**src/rtl/mem_arb_pkg.sv**
```systemverilog
// Shared encodings for the unified-memory port arbiter: FSM states, access
// owner and access-size codes.
package mem_arb_pkg;

  typedef enum logic [1:0] {
    ST_IDLE = 2'd0,
    ST_BUSY = 2'd1,
    ST_DONE = 2'd2
  } state_t;

  typedef enum logic {
    OWN_I = 1'b0,
    OWN_D = 1'b1
  } owner_t;

  localparam logic [1:0] SZ_BYTE = 2'b00;
  localparam logic [1:0] SZ_HALF = 2'b01;
  localparam logic [1:0] SZ_WORD = 2'b10;

endpackage

```
**src/rtl/arb_pick.sv**
```systemverilog
// Combinational winner selection: data port has priority unless fetch has
// lost STARVE_MAX arbitrations in a row.
module arb_pick
  import mem_arb_pkg::*;
#(
  parameter int STARVE_MAX = 4,
  parameter int SW         = 3
) (
  input  logic          IReq,
  input  logic          DReq,
  input  logic [SW-1:0] starve,
  output logic          valid,
  output logic          contended,
  output owner_t        winner
);

  localparam logic [SW-1:0] STARVE_TOP = SW'(STARVE_MAX);

  logic starved;

  assign starved   = (starve >= STARVE_TOP);
  assign valid     = IReq | DReq;
  assign contended = IReq & DReq;

  always_comb begin
    winner = OWN_I;
    if (DReq && !(IReq && starved)) begin
      winner = OWN_D;
    end
  end

endmodule

```
**src/rtl/mem_port_arbiter.sv**
```systemverilog
// Serialises fetch (I) and data (D) accesses onto one memory port, with an
// emulated LAT-cycle access time and registered read data per requester.
//
// state | meaning
// IDLE  | no access in flight; arbitrate and latch the winner's request
// BUSY  | access on the memory pins; cnt counts down to the final cycle
// DONE  | owner's Ack pulse; returns to IDLE without arbitrating
module mem_port_arbiter
  import mem_arb_pkg::*;
#(
  parameter int LAT        = 1,
  parameter int STARVE_MAX = 4
) (
  input  logic        CLK,
  input  logic        RST,
  input  logic        IReq,
  input  logic [31:0] IAddr,
  output logic        IAck,
  output logic [31:0] IData,
  input  logic        DReq,
  input  logic [31:0] DAddr,
  input  logic [1:0]  DSize,
  input  logic        DWE,
  input  logic [31:0] DWData,
  output logic        DAck,
  output logic [31:0] DRData,
  output logic [31:0] MAddr,
  output logic [1:0]  MSize,
  output logic [31:0] MWData,
  output logic        MWE,
  input  logic [31:0] MRData
);

  localparam int CW = (LAT > 1) ? $clog2(LAT) : 1;
  localparam int SW = (STARVE_MAX > 0) ? $clog2(STARVE_MAX + 1) : 1;
  localparam logic [CW-1:0] CNT_LOAD   = CW'(LAT - 1);
  localparam logic [SW-1:0] STARVE_TOP = SW'(STARVE_MAX);

  state_t        state, state_nxt;
  owner_t        owner, owner_nxt;
  logic [CW-1:0] cnt, cnt_nxt;
  logic [SW-1:0] starve, starve_nxt;
  logic [31:0]   addr, addr_nxt;
  logic [1:0]    size, size_nxt;
  logic [31:0]   wdata, wdata_nxt;
  logic          we, we_nxt;
  logic [31:0]   idata_nxt, drdata_nxt;

  logic   pick_valid;
  logic   pick_both;
  owner_t pick_owner;
  logic   busy;
  logic   last_busy;

  arb_pick #(
    .STARVE_MAX (STARVE_MAX),
    .SW         (SW)
  ) u_pick (
    .IReq      (IReq),
    .DReq      (DReq),
    .starve    (starve),
    .valid     (pick_valid),
    .contended (pick_both),
    .winner    (pick_owner)
  );

  always_ff @(posedge CLK or posedge RST) begin
    if (RST) begin
      state  <= ST_IDLE;
      owner  <= OWN_I;
      cnt    <= '0;
      starve <= '0;
      addr   <= '0;
      size   <= '0;
      wdata  <= '0;
      we     <= 1'b0;
      IData  <= '0;
      DRData <= '0;
    end else begin
      state  <= state_nxt;
      owner  <= owner_nxt;
      cnt    <= cnt_nxt;
      starve <= starve_nxt;
      addr   <= addr_nxt;
      size   <= size_nxt;
      wdata  <= wdata_nxt;
      we     <= we_nxt;
      IData  <= idata_nxt;
      DRData <= drdata_nxt;
    end
  end

  always_comb begin
    state_nxt  = state;
    owner_nxt  = owner;
    cnt_nxt    = cnt;
    starve_nxt = starve;
    addr_nxt   = addr;
    size_nxt   = size;
    wdata_nxt  = wdata;
    we_nxt     = we;
    idata_nxt  = IData;
    drdata_nxt = DRData;

    case (state)
      ST_IDLE: begin
        if (pick_valid) begin
          state_nxt = ST_BUSY;
          owner_nxt = pick_owner;
          cnt_nxt   = CNT_LOAD;
          if (pick_owner == OWN_I) begin
            addr_nxt   = IAddr;
            size_nxt   = SZ_WORD;
            wdata_nxt  = '0;
            we_nxt     = 1'b0;
            starve_nxt = '0;
          end else begin
            addr_nxt  = DAddr;
            size_nxt  = DSize;
            wdata_nxt = DWData;
            we_nxt    = DWE;
            // Only a contested loss counts toward fetch starvation.
            if (pick_both && (starve != STARVE_TOP)) begin
              starve_nxt = starve + SW'(1);
            end
          end
        end
      end
      ST_BUSY: begin
        if (cnt == '0) begin
          state_nxt = ST_DONE;
          if (owner == OWN_I) begin
            idata_nxt = MRData;
          end else if (!we) begin
            drdata_nxt = MRData;
          end
        end else begin
          cnt_nxt = cnt - CW'(1);
        end
      end
      ST_DONE: begin
        state_nxt = ST_IDLE;
      end
      default: begin
        state_nxt = ST_IDLE;
      end
    endcase
  end

  // Pins are decoded from registered state so reset silences them at once.
  assign busy      = (state == ST_BUSY);
  assign last_busy = busy && (cnt == '0);

  assign MAddr  = busy ? addr  : '0;
  assign MSize  = busy ? size  : '0;
  assign MWData = busy ? wdata : '0;
  assign MWE    = last_busy && we;

  assign IAck = (state == ST_DONE) && (owner == OWN_I);
  assign DAck = (state == ST_DONE) && (owner == OWN_D);

endmodule

```
**config.mk**
```make
export PLATFORM = sky130hd
export DESIGN_NAME = mem_port_arbiter
export DESIGN_NICKNAME = d
export VERILOG_FILES = /design/src/rtl/mem_arb_pkg.sv /design/src/rtl/arb_pick.sv /design/src/rtl/mem_port_arbiter.sv
export SDC_FILE = /design/constraint.sdc
export NUM_CORES = 1
export LEC_CHECK = 0
export ABC_AREA = 1
export CORE_AREA = 2 2 117 119
export CTS_BUF_LIST = sky130_fd_sc_hd__clkbuf_8
export CTS_CLUSTER_DIAMETER = 60
export DETAILED_ROUTE_END_ITERATION = 12
export DIE_AREA = 0 0 119 121
export HOLD_SLACK_MARGIN = 0.1
export PLACE_DENSITY = 0.92
export SLEW_MARGIN = 40
export SYNTH_ARGS = -nofsm -noshare
export SYNTH_HDL_FRONTEND = slang
export SYNTH_HIERARCHICAL = 1
export SYNTH_SLANG_ARGS = --single-unit
```
**constraint.sdc**
```tcl
create_clock -name CLK -period 13.8 [get_ports CLK]
set_input_delay 2.07 -clock CLK [delete_from_list [all_inputs] [get_ports CLK]]
set_output_delay 2.07 -clock CLK [all_outputs]
set_load 0.01 [all_outputs]
```
# == After elaboration in Yosys (flattened, before gate mapping) ==
# Cells that the tools add are included.
# W data, S select, Z words.
# totals
memories,0
mem_bits_rw,0
input_bits,135
latchBits,0
register_bits,138
wordCells,56
romBits,0
out_inout_bits,133
# op_classes
bitwise_logic,5
multipliers,0
n_addsub,2
n_eq_ne,6
shifts,0
n_lt_le_gt_ge,1
n_reduce_logical,16
muxes,16
div_mod_pow,0
# op_table
operator,count
$mux W32,4
$mux W2,4
$logic_and A1 B1 Y1,7
$mux W3,2
$reduce_and A2 Y1,3
$reduce_and A3 Y1,2
$mux W1,4
$ne A2 B2 Y1 const B,2
$pmux W2 S2,1
$reduce_and A4 Y1,1
$add A3 B1 Y3 const B,1
$ge A3 B3 Y1 const B,1
$ne A3 B3 Y1 const B,1
$not A1 Y1,3
$eq A2 B1 Y1 const B,1
$eq A2 B2 Y1 const B,1
$logic_not A2 Y1,1
$ne A2 B1 Y1 const B,1
$pmux W1 S2,1
$reduce_bool A2 Y1,1
$and A1 B1 Y1,1
$logic_not A1 Y1,1
$or A1 B1 Y1,1
$sub A1 B1 Y1 const B,1

# == Depth between registers and ports, before layout ==
# Gate-level depths: netlist of the first run.
# depth
word_depth,7
ltp_mapped,9
depth_no_buf,8

# == Cells and area by module ==
# The synthesis of the first run kept the hierarchy.
# modules_own_cells
mod,area_per_inst_um2,cells_each,n_inst,seq_area_each_um2
mem_port_arbiter,6064.6,739,1,3428.3
arb_pick,22.5,5,1,0.0

# == Worst setup path after synthesis of the first run ==
# Ideal clock, no wire load.
# synth_timing
kind,register to output
startpoint,register state[1]
endpoint,output port MWData[10]
n_path_buf,2
slack_ps,10651
required_time_ps,11730
arrival_ps,1079
path_stages_with_launch,6
path_cell_list,dfrtp_1 nor2_4 inv_2 buf_6 buf_6 nor2_1
# synth_between
elab_chain_cells,2
# synth_lines
element,line,rtl
from (decl),mem_port_arbiter.sv:39,"state_t state, state_nxt;"
from (signal assigned),mem_port_arbiter.sv:80,state <= state_nxt;
$eq A2 B1 Y1,mem_port_arbiter.sv:151,assign busy = (state == ST_BUSY);
$mux W32,mem_port_arbiter.sv:156,assign MWData = busy ? wdata : '0;
to (decl),mem_port_arbiter.sv:29,"output logic [31:0] MWData,"
# No other way between the ends.

# == Worst setup path after layout of the first run ==
# layout_timing
startpoint,register state[0]
endpoint,output port MWE
# layout_between
elab_chain_cells,3
# layout_lines
element,line,rtl
$eq A2 B1 Y1,mem_port_arbiter.sv:151,
$logic_and A1 B1 Y1,mem_port_arbiter.sv:152,assign last_busy = busy && (cnt == '0);
$logic_and A1 B1 Y1,mem_port_arbiter.sv:157,assign MWE = last_busy && we;
to (decl),mem_port_arbiter.sv:30,"output logic MWE,"
# No other way between the ends.

==> metrics.txt, run 1 <==
fin crit share=a little under a third; antenna viol nets, final=0; CTS Root Cell=clkbuf_8; Hold-fix buffers, CTS=0; hold_ws=486 ps; Max Cap Viol=0; CP endpoint kind=output port; # fillers=957; critical path class=flop to output port; post-synthesis compound-gate area fraction=11.6%; initial antenna violation count=0; Unique masters post-synth=25; CP startpoint kind=flop; Post-synth EDFFs=0; Row Count=42; Hold Path Class=flop to flop; cells after synthesis=744; WP data required=approximately 12000 ps; Final Hold Violating Endpoints=0; CORE AREA=roughly 0.013 mm^2; # DRC=0; unrepaired setup endpoints after global routing=no; Power Total=0.00182 W; die footprint=0.0144 mm^2; Net count, final=between 1000 and 1500; Most used DFF post-synth=dfrtp_1; internal power=0.00114 W; CTS tree=built; worst slew pin tran=775 ps; largest net degree at the start of global routing=75; final worst setup slack=approximately 9500 ps; FF/Latch Area=0.00343 mm^2; Sequential Power Share=36.6%; CTS max path bufs=2; Vias=about 5600; Post-Syn Nets=approximately 880; crit path time final=4330 ps; Setup Skew=15.1 ps; GP Congestion=approximately 0.8; Adder-Cell Fraction of Synth Area=0.411%; clock latency on the worst-skew pair=between 400 and 500 ps; Synth Area in XOR/XNOR=less than 1%; DR iter-0 viols=about 430; slew margin rel.=roughly 48%; Inserted Diodes=0; GRT overflow=0; Max Fanout on Critical Path=67; switch share=37.3%; post-CTS resize count=0; crit path DAT=2260 ps; number of global-route vias before repair=5458; # port buffers=~270; number of I/O pins=268; Setup TNS Final=0 ps; Post-Synth Simple-Gate Area=a little over 20%; Initial Util=between 40% and 50%; Global Route Usage Sum=about a quarter; clock sink count=137; Final Max Tran Viols=0; TritonCTS Buffers=17; FFs w/ async S/R, synth=100%; Psw=0.000680 W; multi-input combinational cell area=a little under 0.002 mm^2; most frequent cells in the layout=clkdlybuf4s50_1 (267), nand2_1 (240), dfrtp_1 (137), inv_1 (108), o21ai_0 (93); Mapped Area=just over 0.006 mm^2; Post-CTS Setup Bufs=0; Yosys warning total=6; most common cell after layout, fill and taps aside=clkdlybuf4s50_1; P per Cell Area=200 mW/mm^2; DR vias/cell=4.73; Final Util=a little over two thirds; layout overhead on the synthesized area=50.1%; share of cells above drive strength 1=5.07%; Avg Synthesized Cell Area=8.18 um^2; status=completed; clk slew on worst S/H paths=70 ps; Pleak=4.31 nW; DRT Pass-1 Iters=5; HPWL Detailed=about 12 mm; setup violators final=0; Die Height=approximately 120 um; Clock power frac=between 15 and 20%; combinational power share=a little under half; mux cell area share after synthesis=0%; die width=~120 um; first-pass GRT wire length=~26 mm; register area share after synthesis=56.3%; number of synthesized register bits=137; Peak VDD IR=0.114 mV; DR WL/cell=between 10 and 15 um; WL final=~16 mm; combinational family with the most area after synthesis=simple AND/OR/NAND/NOR gates; Setup WS pre-CTS=between 9000 and 10000 ps; f_max=around 230 MHz; H-tree depth=4
area by class of cell:
| cell class | count | area share (%) |
|---|---|---|
| tap | 176 | 2.41 |
| clock buffer | 18 | 2.71 |
| sequential | 137 | 37.5 |
| inverter | 111 | 4.66 |
| multi-input combinational | 456 | 21.7 |
| timing repair buffer | 270 | 29.5 |
| clock inverter | 13 | 1.44 |
synthesized netlist by cell type, types with 2 or more instances:
cell | instances | area share (%)
ha_1 | 2 | 0.41
buf_4 | 4 | 0.49
inv_1 | 107 | 6.6
buf_6 | 9 | 1.7
nand3_1 | 2 | 0.16
clkbuf_2 | 3 | 0.25
clkbuf_1 | 10 | 0.62
o21ai_1 | 30 | 2.5
dfrtp_1 | 137 | 56
clkinv_1 | 2 | 0.12
nor3_1 | 2 | 0.16
o21ai_2 | 10 | 1.4
o21ai_0 | 93 | 7.6
inv_2 | 2 | 0.12
buf_2 | 13 | 1.1
nor2_1 | 70 | 4.3
nand2_1 | 240 | 15
cells by family (layout without fill, tap and decap cells):
| family | after synthesis | in the layout |
|---|---|---|
| AO/OA/AOI/OAI | 134 | 134 |
| XOR/XNOR | 1 | 1 |
| adder cells (fa/ha/maj) | 2 | 2 |
| buffers and inverters | 151 | 412 |
| flip-flops | 137 | 137 |
| AND/OR/NAND/NOR | 319 | 319 |
per-stage QoR:
stage                     area (um^2)  instances
after floorplan                  6090        744
after global placement           8750       1150
after detailed placement         8760       1150
after global routing             9140       1181
final                            9140       1181
after CTS                        9140       1181
metal layers:
| metal | wire, um | track usage (%) |
|---|---|---|
| met5 | 0 | 0 |
| met4 | 448 | 11.3 |
| met3 | 1110 | 6.06 |
| met2 | 8160 | 39.8 |
| met1 | 6650 | 28.2 |
worst max-delay path: stages (launching register included):
cell             delay [ps]
dfrtp_1                 390
inv_1                    90
nor2_4                  190
inv_4                   270
nor2_1                  300
clkdlybuf4s50_1         580
path summary, 6_finish.rpt:
check / from / end / slack, ps / depth (start not counted)
min in group asynchronous: RST / wdata[11] / 2070 / 2
worst max register to register: state[1] / starve[2] / 11580 / 7
worst min register to register: IData[6] / IData[6] / 490 / 2
worst min-delay path: IData[6] / IData[6] / 490 / 2
worst max-delay path: state[0] / MWE / 9470 / 5
max in group asynchronous: RST / wdata[4] / 10690 / 3
state kept, by name, indices dropped and copies added, names as in the netlist:
name,flops
owner,1
starve,3
wdata,32
DRData,32
IData,32
addr,32
we,1
size,2
state,2
power groups by stage:
stage,registers (W),clock network (W),logic (W)
after floorplan,0.000705,0,0.000410
after global placement,0.000664,0,0.000820
after detailed placement,0.000674,0,0.000843
after CTS,0.000667,0.000325,0.000849
after global routing,0.000687,0.000344,0.000935
final,0.000668,0.000318,0.000839
No activity file was read; power rests on OpenSTA's default activity.
==> run 2: changes to the inputs <==
--- a/config.mk
+++ b/config.mk
@@ -6,13 +6,13 @@
 export NUM_CORES = 1
 export LEC_CHECK = 0
 export ABC_AREA = 1
-export CORE_AREA = 2 2 117 119
+export CORE_AREA = 2 2 121 123
 export CTS_BUF_LIST = sky130_fd_sc_hd__clkbuf_8
 export CTS_CLUSTER_DIAMETER = 60
 export DETAILED_ROUTE_END_ITERATION = 12
-export DIE_AREA = 0 0 119 121
+export DIE_AREA = 0 0 123 125
 export HOLD_SLACK_MARGIN = 0.1
-export PLACE_DENSITY = 0.92
+export PLACE_DENSITY = 0.87
 export SLEW_MARGIN = 40
 export SYNTH_ARGS = -nofsm -noshare
 export SYNTH_HDL_FRONTEND = slang
==> constraint.sdc (replaced) <==
create_clock -name CLK -period 4.3 [get_ports CLK]
set_input_delay 0.645 -clock CLK [delete_from_list [all_inputs] [get_ports CLK]]
set_output_delay 0.645 -clock CLK [all_outputs]
set_load 0.01 [all_outputs]
==> run 2 against run 1 <==
Register-to-register slack lost 9200 ps. Critical path depth up 1. Clock power grew to 3.3 times the previous value. Clock skew is 2.6 ps lower. Wire length rose by 0.30%. Count of clock-buffer cells in the layout is the same. Sequential share of layout area is 0.39 points lower. Non-clock buffer count grew 6. Global-route usage fell by 2.1 points. Via count down 1.8%.
==> metrics.txt, run 2 (synthesis gave the netlist of run 1 again) <==
status=completed; layout overhead on the synthesized area=51.7%; Final Hold Violating Endpoints=0 (unchanged); P per Cell Area=640 mW/mm^2 (+220%); CP endpoint kind=output port; GP Congestion=0.831 (+1.3%); largest net degree at the start of global routing=65 (-13%); CP startpoint kind=flop; die width=123 um (+3.4%); Net count, final=1136 (+0.53%); Initial Util=42.9% (-3.7 points); most frequent cells in the layout=clkdlybuf4s50_1 (267), nand2_1 (240), dfrtp_1 (137), inv_1 (107), o21ai_0 (93); CTS max path bufs=2 (unchanged); # DRC=0 (unchanged); Setup TNS Final=0 ps (unchanged); CORE AREA=0.0142 mm^2 (+8.5%); Global Route Usage Sum=21.5% (-2.1 points); Inserted Diodes=0 (unchanged); Post-CTS Setup Bufs=0 (unchanged); clock latency on the worst-skew pair=440 ps (+20 ps); first-pass GRT wire length=25.7 mm (-3.1%); Peak VDD IR=0.236 mV (+110%); share of cells above drive strength 1=5.73% (+0.66 points); FF/Latch Area=0.00343 mm^2 (unchanged); DRT Pass-1 Iters=5 (unchanged); initial antenna violation count=0 (unchanged); critical path class=flop to output port; worst slew pin tran=752 ps (-23.3 ps); DR vias/cell=4.59 (-3.0%); slew margin rel.=49.9% (+1.6 points); Vias=5491 (-1.8%); WP data required=3650 ps (-8080 ps); Max Cap Viol=0 (unchanged); most common cell after layout, fill and taps aside=clkdlybuf4s50_1; multi-input combinational cell area=0.00198 mm^2 (unchanged); CTS tree=built; clk slew on worst S/H paths=70 ps (about the same); Row Count=44 (+4.8%); Setup Skew=12.5 ps (-2.59 ps); crit path time final=3080 ps; DR iter-0 viols=300 (-30%); f_max=about 320 MHz; clock sink count=137 (unchanged); Max Fanout on Critical Path=28 (-58%); setup violators final=0 (unchanged); HPWL Detailed=12.0 mm (+1.3%); DR WL/cell=13.7 um (-0.96%); number of I/O pins=268 (unchanged); # port buffers=267 (unchanged); Final Max Tran Viols=0 (unchanged); # fillers=1181 (+23%); H-tree depth=4 (unchanged); Hold-fix buffers, CTS=0 (unchanged); antenna viol nets, final=0 (unchanged); die footprint=0.0154 mm^2 (+6.8%); hold_ws=488 ps (+1.85 ps); CTS Root Cell=clkbuf_8; WL final=16.4 mm (+0.30%); R2R Setup Slk=2370 ps (-9210 ps); Hold Path Class=flop to flop; post-CTS resize count=0 (unchanged); crit path DAT=2430 ps (+170 ps); unrepaired setup endpoints after global routing=no; GRT overflow=0 (unchanged); number of global-route vias before repair=5311 (-2.7%); Pleak=4.35 nW (+0.81%); fin crit share=roughly 72%; Die Height=125 um (+3.3%); TritonCTS Buffers=17 (unchanged)
-- run 2: area by class of cell --
class                   count  area share [%]
clock buffers              18            2.68
repair buffers            276            30.0
flip-flops and latches    137            37.1
well taps                 184            2.49
inverters                 111            4.55
clock inverters            14            1.61
multi-input cells         456            21.5
-- run 2: path summary, 6_finish.rpt --
path / from / endpoint / cells after the start
max: state[0] / MAddr[12] / 6
min: IData[24] / IData[24] / 2
max reg2reg: starve[2] / wdata[2] / 7
min reg2reg: IData[24] / IData[24] / 2
max in group asynchronous: RST / state[1] / 3
min in group asynchronous: RST / DRData[5] / 2
-- run 2: through the flow --
stage                     instance area [um^2]  setup WS [ps]  utilization (%)  std cells  power (W)
after global routing                      9230           1030             65.0       1196    0.00635
after floorplan                           6090           1950                -        744    0.00358
after detailed placement                  8830           1240             62.2       1164    0.00491
after CTS                                 9230           1150             65.0       1196    0.00597
final                                     9230           1220             65.0       1196    0.00591
after global placement                    8810           1270             62.0       1163    0.00480
-- run 2: layer usage --
| metal | global-route usage (%) | share of wire (%) | vias to the layer above |
|---|---|---|---|
| met4 | 7.02 | 1.6 | 0 |
| met1 | 25.3 | 41 | 2471 |
| met5 | 0 | 0 | - |
| met3 | 7.25 | 8.0 | 19 |
| met2 | 36.7 | 49 | 236 |
| li1 | - | - | 2765 |
-- run 2: worst max-delay path, stage by stage (launching register included) --
cell and delay (ps):
dfrtp_1 410, inv_1 100, nor2_4 60, inv_2 410, buf_4 400, nor2_1 70
clkdlybuf4s50_1 530
-- run 2: power by group --
| part | switching (W) | total [W] | leakage, nW | internal [W] |
|---|---|---|---|---|
| sequential | 0.000248 | 0.00213 | 1.72 | 0.00189 |
| clock | 0.000515 | 0.00105 | 0.197 | 0.000533 |
| combinational | 0.00144 | 0.00272 | 2.43 | 0.00128 |
==> run 3: changes to the inputs <==
--- a/config.mk
+++ b/config.mk
@@ -6,13 +6,13 @@
 export NUM_CORES = 1
 export LEC_CHECK = 0
 export ABC_AREA = 1
-export CORE_AREA = 2 2 121 123
+export CORE_AREA = 2 2 128 130
 export CTS_BUF_LIST = sky130_fd_sc_hd__clkbuf_8
 export CTS_CLUSTER_DIAMETER = 60
 export DETAILED_ROUTE_END_ITERATION = 12
-export DIE_AREA = 0 0 123 125
+export DIE_AREA = 0 0 130 132
 export HOLD_SLACK_MARGIN = 0.1
-export PLACE_DENSITY = 0.87
+export PLACE_DENSITY = 0.83
 export SLEW_MARGIN = 40
 export SYNTH_ARGS = -nofsm -noshare
 export SYNTH_HDL_FRONTEND = slang
==> constraint.sdc (replaced) <==
create_clock -name CLK -period 2.67 [get_ports CLK]
set_input_delay 0.4005 -clock CLK [delete_from_list [all_inputs] [get_ports CLK]]
set_output_delay 0.4005 -clock CLK [all_outputs]
set_load 0.01 [all_outputs]
==> run 3 against run 2 <==
Clock power increased by 58%. Utilization decreased by 5.6 points. Sequential cell count unchanged. Setup slack got worse by 1100 ps. Via count increased by 1.3%. Sequential share of layout area decreased by 0.37 points. Wire length decreased by 1.9%. Critical endpoint is now MAddr[10].
==> metrics.txt, run 3 (synthesis gave the netlist of run 1 again) <==
status=completed; WP data required=2270 ps (-1380 ps); Hold Path Class=primary input to asynchronous set/reset pin; FF-to-FF End=DRData[4]; unrepaired setup endpoints after global routing=no; GP Congestion=0.790 (-4.9%); critical path class=flop to output port; antenna viol nets, final=0 (unchanged); WP buf/inv=4 (unchanged); final non-filler cell total=1229 (+2.8%); GRT overflow=0 (unchanged); clock sink count=137 (unchanged); CTS Root Cell=clkbuf_8; number of global-route vias before repair=5348 (+0.70%); design area=0.00933 mm^2 (+1.0%); Max Fanout on Critical Path=39 (+39%); CTS max path bufs=2 (unchanged); share of cells above drive strength 1=5.73% (about the same); R2R Setup Slk=900 ps (-1470 ps); most frequent cells in the layout=clkdlybuf4s50_1 (265), nand2_1 (240), dfrtp_1 (137), inv_1 (107), o21ai_0 (93); r2r startpoint=state[0]; FF-to-FF path depth=4 (-3); initial antenna violation count=0 (unchanged); CORE AREA=0.0157 mm^2 (+11%); Pleak=4.40 nW (+1.3%); slew margin rel.=50.0% (+0.17 points); worst slew pin tran=750 ps (-2.52 ps); most common cell after layout, fill and taps aside=clkdlybuf4s50_1; Max Cap Viol=0 (unchanged); Placed Cells=1197 (+2.8%); # fillers=1365 (+16%); DRT Pass-1 Iters=5 (unchanged); Setup Skew=7.69 ps (-4.81 ps); Net count, final=1139 (+0.26%); Die Height=132 um (+5.6%); H-tree depth=4 (unchanged); clock latency on the worst-skew pair=420 ps (-20 ps); combinational power share=46.4% (+0.3 points); DR WL/cell=13.1 um (-4.6%); Psw=0.00349 W (+58%); Vias=5560 (+1.3%); CP endpoint kind=output port; CP delay by family, top=buffers and inverters; Row Count=46 (+4.5%); Clock power frac=17.4% (-0.3 points); Global Route Usage Sum=19.0% (-2.5 points); Initial Util=38.7% (-4.1 points); Sequential Power Share=36.2% (about the same); setup violators final=0 (unchanged); HPWL Detailed=11.9 mm (-0.88%); WL final=16.1 mm (-1.9%); Placed Instance Area=0.00891 mm^2 (+0.88%); die footprint=0.0172 mm^2 (+12%); switch share=36.6% (-0.69 points); Crit-path slowest cell=clkdlybuf4s50_1; CP max stage delay=550 ps (+20 ps); crit path DAT=2120 ps (-310 ps); CP startpoint kind=flop; CTS tree=built; # DRC=0 (unchanged); TritonCTS Buffers=17 (unchanged); Final Max Tran Viols=0 (unchanged); layout overhead on the synthesized area=53.2%; DR iter-0 viols=294 (-2.0%); number of I/O pins=268 (unchanged); P per Cell Area=1020 mW/mm^2 (+60%); crit path cell chain=inv_1 -> nor2_4 -> inv_8 -> buf_12 -> nor2_1 -> clkdlybuf4s50_1; # port buffers=267 (unchanged); fin crit share=about 94%; Inserted Diodes=0 (unchanged); first-pass GRT wire length=25.8 mm (+0.64%); crit path time final=around 2500 ps; clk slew on worst S/H paths=70 ps (about the same); Hold-fix buffers, CTS=0 (unchanged); DR vias/cell=4.52 (-1.5%); die width=130 um (+5.7%); Power Total=0.00953 W (+61%); largest net degree at the start of global routing=71 (+9.2%); Peak VDD IR=0.486 mV (+110%); Final Hold Violating Endpoints=0 (unchanged); f_max=397 MHz; internal power=0.00604 W (+63%); Setup TNS Final=0 ps (unchanged)
-- run 3: cell count changes in the layout (fill, tap and decap cells not counted), moves of 2 or more --
cell,delta
inv_2,-2
clkdlybuf4s50_1,-2
dlymetal6s2s_1,+2
buf_12,+4
-- run 3: worst max-delay path by stage --
stage | endpoint | from | slack (ps) | cells past startpoint
floorplan | DRData[0] | RST | 560 | 1
global placement | MWData[18] | state[0] | 470 | 6
detailed placement | MAddr[14] | state[0] | 410 | 6
CTS | MAddr[2] | state[0] | 40 | 6
global route | MAddr[3] | state[0] | 2 | 6
finish | MAddr[10] | state[0] | 150 | 6
-- run 3: metrics by stage --
stage | util, % | setup WS (ps) | hold slack (ps)
after detailed placement | 56.7 | 414 | 468
after CTS | 59.2 | 38.4 | 431
after floorplan | - | 562 | 467
after global placement | 56.7 | 472 | 464
final | 59.3 | 153 | 445
after global routing | 59.3 | 1.82 | 462
-- run 3: repair_timing --
item,CTS,global route
pin swaps,0,1
gates resized for setup,1,4
setup endpoints to repair,39,39
setup buffers,0,2
endpoints found under the hold margin,0,0
-- run 3: routing by layer --
layer | share of wire [%] | track usage, % | vias to the layer above
met3 | 9.8 | 6.94 | 21
met5 | 0 | 0 | -
li1 | - | - | 2763
met1 | 42 | 22.8 | 2540
met2 | 47 | 31.3 | 236
met4 | 1.6 | 6.69 | 0
-- run 3: cell type report --
type | count | area [um^2] | area share [%]
sequential | 137 | 3430 | 36.8
multi-input combinational | 456 | 1980 | 21.3
inverter | 111 | 428 | 4.59
clock buffer | 19 | 262 | 2.80
timing repair buffer | 279 | 2830 | 30.4
tap | 216 | 270 | 2.90
clock inverter | 11 | 124 | 1.33
-- run 3: power groups by stage --
| stage | sequential [W] | clock, W | combinational [W] |
|---|---|---|---|
| detailed placement | 0.00348 | 0 | 0.00443 |
| CTS | 0.00345 | 0.00171 | 0.00445 |
| finish | 0.00345 | 0.00166 | 0.00442 |
| global placement | 0.00344 | 0 | 0.00434 |
| floorplan | 0.00365 | 0 | 0.00212 |
| global route | 0.00355 | 0.00180 | 0.00492 |
